### config.mk
export PLATFORM = sky130hd
export DESIGN_NAME = div_iter_unit
export DESIGN_NICKNAME = d
export VERILOG_FILES = /design/src/rtl/div_iter_unit_pkg.sv /design/src/rtl/div_iter_unit_step.sv /design/src/rtl/div_iter_unit.sv
export SDC_FILE = /design/constraint.sdc
export NUM_CORES = 1
export LEC_CHECK = 0
export ABC_AREA = 1
export CAP_MARGIN = 20
export CELL_PAD_IN_SITES_DETAIL_PLACEMENT = 0
export CELL_PAD_IN_SITES_GLOBAL_PLACEMENT = 1
export CORE_MARGIN = 3
export CORE_UTILIZATION = 45
export CTS_CLUSTER_SIZE = 40
export DETAILED_ROUTE_END_ITERATION = 8
export HOLD_SLACK_MARGIN = 0.15
export PLACE_DENSITY = 0.87
export SLEW_MARGIN = 0
export SYNTH_ARGS = -nofsm -noshare
export SYNTH_HDL_FRONTEND = slang
export SYNTH_SLANG_ARGS = --single-unit
### constraint.sdc
create_clock -name clk -period 10.15 [get_ports clk]
set_input_delay 2.03 -clock clk [delete_from_list [all_inputs] [get_ports clk]]
set_output_delay 2.03 -clock clk [all_outputs]
set_load 0.1 [all_outputs]
### src/rtl/div_iter_unit_pkg.sv
// Shared constants, state encoding and operand helper for the iterative divider.
package div_iter_unit_pkg;

    typedef enum logic [1:0] {
        DivFree   = 2'b00,
        DivByZero = 2'b01,
        DivOn     = 2'b10,
        DivEnd    = 2'b11
    } div_state_e;

    localparam logic        DivStart          = 1'b1;
    localparam logic        DivStop           = 1'b0;
    localparam logic        DivResultReady    = 1'b1;
    localparam logic        DivResultNotReady = 1'b0;
    localparam logic [31:0] ZeroWord          = 32'h0000_0000;

    // Magnitude of a signed operand; 0x8000_0000 maps to itself as unsigned.
    function automatic logic [31:0] abs32(input logic is_signed, input logic [31:0] v);
        return (is_signed && v[31]) ? (~v + 32'd1) : v;
    endfunction

endpackage

### src/rtl/div_iter_unit_step.sv
// One radix-2 restoring division step: trial subtract, keep or restore.
module div_step
    import div_iter_unit_pkg::*;
(
    input  logic [32:0] partial,
    input  logic [31:0] divisor,
    output logic [31:0] rem_next,
    output logic        q_bit
);
    logic [32:0] diff;

    // Partial remainder is always below 2*divisor, so bit 32 is a valid sign.
    assign diff     = partial - {1'b0, divisor};
    assign q_bit    = ~diff[32];
    assign rem_next = diff[32] ? partial[31:0] : diff[31:0];

endmodule

### src/rtl/div_iter_unit.sv
// Iterative 32-bit signed/unsigned divider; result is {remainder, quotient}.
// Define DIV_BYZERO_FAST_EN to short-circuit zero divisors in two cycles.
module div_iter_unit
    import div_iter_unit_pkg::*;
(
    input  logic        clk,
    input  logic        rst,
    input  logic        signed_div_i,
    input  logic [31:0] opdata1_i,
    input  logic [31:0] opdata2_i,
    input  logic        start_i,
    input  logic        annul_i,
    output logic [63:0] result_o,
    output logic        ready_o
);
    div_state_e  state, state_next;
    logic [4:0]  cnt;
    logic [31:0] rem;
    logic [31:0] dvd;      // dividend bits shift out the top, quotient bits shift in
    logic [31:0] dsr;
    logic        neg_q, neg_r;

    logic [31:0] rem_next;
    logic        q_bit;
    logic [31:0] q_full;
    logic [31:0] q_fix, r_fix;

    div_step u_step (
        .partial  ({rem, dvd[31]}),
        .divisor  (dsr),
        .rem_next (rem_next),
        .q_bit    (q_bit)
    );

    assign q_full = {dvd[30:0], q_bit};
    assign q_fix  = neg_q ? (~q_full + 32'd1) : q_full;
    assign r_fix  = neg_r ? (~rem_next + 32'd1) : rem_next;

    always_ff @(posedge clk or posedge rst) begin
        if (rst) state <= DivFree;
        else     state <= state_next;
    end

    always_comb begin
        state_next = state;
        case (state)
            DivFree: begin
                if (start_i == DivStart && !annul_i) begin
`ifdef DIV_BYZERO_FAST_EN
                    state_next = (opdata2_i == ZeroWord) ? DivByZero : DivOn;
`else
                    state_next = DivOn;
`endif
                end
            end
            DivByZero: state_next = DivEnd;
            DivOn:     if (cnt == 5'd31) state_next = DivEnd;
            DivEnd:    if (start_i == DivStop) state_next = DivFree;
            default:   state_next = DivFree;
        endcase
        if (annul_i) state_next = DivFree;
    end

    always_ff @(posedge clk or posedge rst) begin
        if (rst) begin
            cnt      <= 5'd0;
            rem      <= ZeroWord;
            dvd      <= ZeroWord;
            dsr      <= ZeroWord;
            neg_q    <= 1'b0;
            neg_r    <= 1'b0;
            result_o <= {ZeroWord, ZeroWord};
            ready_o  <= DivResultNotReady;
        end else if (annul_i) begin
            ready_o <= DivResultNotReady;
        end else begin
            case (state)
                DivFree: begin
                    if (start_i == DivStart) begin
                        cnt   <= 5'd0;
                        rem   <= ZeroWord;
                        dvd   <= abs32(signed_div_i, opdata1_i);
                        dsr   <= abs32(signed_div_i, opdata2_i);
                        neg_q <= signed_div_i & (opdata1_i[31] ^ opdata2_i[31]);
                        neg_r <= signed_div_i & opdata1_i[31];
`ifdef DIV_BYZERO_FAST_EN
                        // Raw dividend is reported unmodified on the fast path.
                        if (opdata2_i == ZeroWord) dvd <= opdata1_i;
`endif
                    end
                end
                DivByZero: begin
                    result_o <= {dvd, 32'hFFFF_FFFF};
                    ready_o  <= DivResultReady;
                end
                DivOn: begin
                    rem <= rem_next;
                    dvd <= q_full;
                    cnt <= cnt + 5'd1;
                    if (cnt == 5'd31) begin
                        result_o <= {r_fix, q_fix};
                        ready_o  <= DivResultReady;
                    end
                end
                DivEnd: begin
                    if (start_i == DivStop) ready_o <= DivResultNotReady;
                end
                default: ;
            endcase
        end
    end

endmodule

==> results by group <==
Die
  • Num ports: between 100 and 150
  • Core region area: 29700 µm²
  • Die H: about 180 µm
  • Die span in x: 180 µm
  • FP Rows: 63
  • Initial Utilization: 45.8%
  • DIE AREA: 32400 µm²

Synth
  • EDFF count, synth: 0
  • Syn_area_per_cell: ~6.4 µm²
  • Yosys Warn Count: 0
  • Post-synth ARST share: 100%
  • Mapped Area: 13600 µm²
  • Unique masters post-synth: 50
  • Seq/Total Area, Yosys: 31.2%
  • Main synth FF type: dfrtp_1
  • Syn Nets: 2250
  • Flops & latches, synth: 170
  • Cells after Synth: 2139

Clocking
  • Worst-path clk slew: 70 ps
  • Worst-Skew Late Latency: 440 ps
  • Clock Tree Buf Depth: 2
  • H-tree Lvls: 4
  • CTS tree: yes
  • Total CTS buffers: 17
  • Post_cts resized: 0
  • CTS Sinks: 170
  • # hold bufs at CTS: 0
  • Post CTS Setup Buffer Count: 0
  • Clk root buf: clkbuf_16

Timing
  • Fmax: approximately 200 MHz
  • Final Hold Viols: 0
  • Slew HR: 34.2%
  • Worst Skew: approximately 11 ps
  • Final Cycle Share: 48.7%
  • Slew @ Worst Pin: 985 ps
  • Post-layout min period: 4940 ps
  • Setup violations, final: 0
  • Max Transition Viols Final: 0
  • RSZ-0062 raised after global routing: no
  • Final setup TNS: 0 ps

GRT
  • Initial antenna violation count: 0
  • Vias in the first global route: 13200
  • Global-route wire length before repair: 71200 µm
  • GRT Overall Usage: 27.4%
  • Total gr overflow: 0
  • Largest net degree at the start of global routing: 106

Place
  • Gpl congestion: 0.950
  • DP HPWL: 34900 µm
  • Port Buffers: ~130

Critical path
  • Setup CP Type: register to register
  • Reg2Reg Launch Point: dvd[31]$_DFFE_PP0P_
  • Critical Path RT: 10480 ps
  • Crit start category: register
  • Setup crit end kind: register
  • Largest incremental delay on the critical path: 410 ps
  • Max FO, Critical Path: 45
  • Crit path DAT: 5280 ps
  • Buffers & Inverters on Critical Path: 2
  • CP max stage cell: fa_1
  • Crit path from: dvd[31]$_DFFE_PP0P_
  • CP delay by family, top: simple AND/OR/NAND/NOR gates

Finish
  • Commonest non-fill, non-tap cell in the layout: nand2_1
  • Share of layout cells above drive strength 1: 5.38%
  • Leading cell types in the layout, fill and taps excluded: nand2_1 (715), inv_1 (313), nor2_1 (207)
  • Layout area overhead: 16.5%
  • ANT cells: 0
  • Fin nets: 2347

Routing
  • Drt total wl: around 45000 µm
  • Vias: ~14000
  • Antenna Violating Nets Remaining: 0
  • Initial DRC Count: about 1200
  • Drt pass-1 iters: 6
  • Routed len/inst: 17.2 µm
  • DR DRC count: 0
  • Via density: 5.32

Worst hold path
  • Hold Crit Start: result_o[35]$_DFFE_PP0P_
  • Hold Crit Class: register to register

Run
  • MaxCap Viol Count: 0

Outcome
  • Status: finished clean
-- worst min-delay path, stage by stage, from the launching register on --
cell	delay (ps)
dfrtp_1	340
nand2_1	50
nand2_1	50
-- cell families after synthesis --
family | Yosys count | synth area share [%]
fa+ha+maj | 42 | 3.91
flops | 170 | 31.2
xor+xnor | 56 | 3.60
buf+inv | 393 | 11.5
compound gates | 282 | 12.3
mux | 2 | 0.147
simple gates | 1194 | 37.3
-- per-layer routing --
layer / GRT usage (%) / vias up / share of wire [%]
li1: - / 7004 / -
met1: 39.0 / 6587 / 47
met2: 44.6 / 400 / 46
met3: 3.16 / 54 / 4.8
met4: 7.05 / 0 / 2.0
met5: 0 / - / 0
-- stage by stage --
| step | hold slack, ps | instance area, µm² | instances | utilization, % | worst slack, ps |
|---|---|---|---|---|---|
| floorplan | 453 | 13600 | 2139 | - | 3520 |
| global placement | 464 | 15200 | 2603 | 51.1 | 5140 |
| detailed placement | 466 | 15200 | 2603 | 51.1 | 5060 |
| CTS | 484 | 15800 | 2635 | 53.1 | 5190 |
| global route | 493 | 15900 | 2639 | 53.4 | 4640 |
| finish | 479 | 15900 | 2639 | 53.4 | 5210 |
-- flip-flops by register name (all words and copies together) (netlist names) --
name and cells:
ready_o 1, dsr 32, dvd 32, result_o 64, neg_r 1, cnt 5, rem 32, neg_q 1
state 2
-- final timing paths --
path,cells past startpoint,to,slack (ps)
max,27,result_o[26]$_DFFE_PP0P_,5210
min,2,result_o[35]$_DFFE_PP0P_,480
max reg2reg,27,result_o[26]$_DFFE_PP0P_,5210
min reg2reg,2,result_o[35]$_DFFE_PP0P_,480
max in group asynchronous,3,dvd[11]$_DFFE_PP0P_,6860
min in group asynchronous,2,result_o[8]$_DFFE_PP0P_,1990
-- cell type report --
class                           count  area [µm²]
Multi-Input combinational cell   1576        7820
Fill cell                        3032       13800
Tap cell                          390         488
Clock inverter                     12         138
Timing Repair Buffer              147        1500
Sequential cell                   170        4250
Inverter                          324        1220
Clock buffer                       20         447
-- synthesized netlist by cell type (2+ instances only) --
cell type	number	share of area [%]
a31oi_1	24	1.1
nand3_4	2	0.26
and2_1	3	0.14
clkbuf_1	46	1.3
inv_1	314	8.7
mux2i_1	2	0.15
nor2_2	12	0.55
nand2_1	715	20
ha_1	41	3.8
o22ai_1	38	1.7
buf_4	4	0.22
or2_2	3	0.14
o31ai_1	5	0.28
nand2_2	34	1.6
buf_1	8	0.22
nor2_1	207	5.7
buf_6	6	0.50
nor3_1	17	0.62
nand4_1	21	0.96
nand3_2	2	0.15
buf_2	3	0.11
o21bai_1	5	0.28
xnor2_1	10	0.64
a21oi_1	75	2.8
nor3_2	4	0.29
nand3b_1	11	0.61
dfrtp_1	170	31
clkinv_1	4	0.11
nand2_4	4	0.33
o221ai_1	31	2.0
xor2_1	46	3.0
inv_2	6	0.17
a22o_1	2	0.13
a21o_1	2	0.11
nand2_8	3	0.44
nor4_1	7	0.32
nand3_1	146	5.4
o211ai_1	6	0.33
o21ai_1	10	0.37
o21ai_0	80	2.9
Power is left out: the tool's default activity adds up to more than one toggle a clock period on the data nets, which glitch-free logic cannot reach.
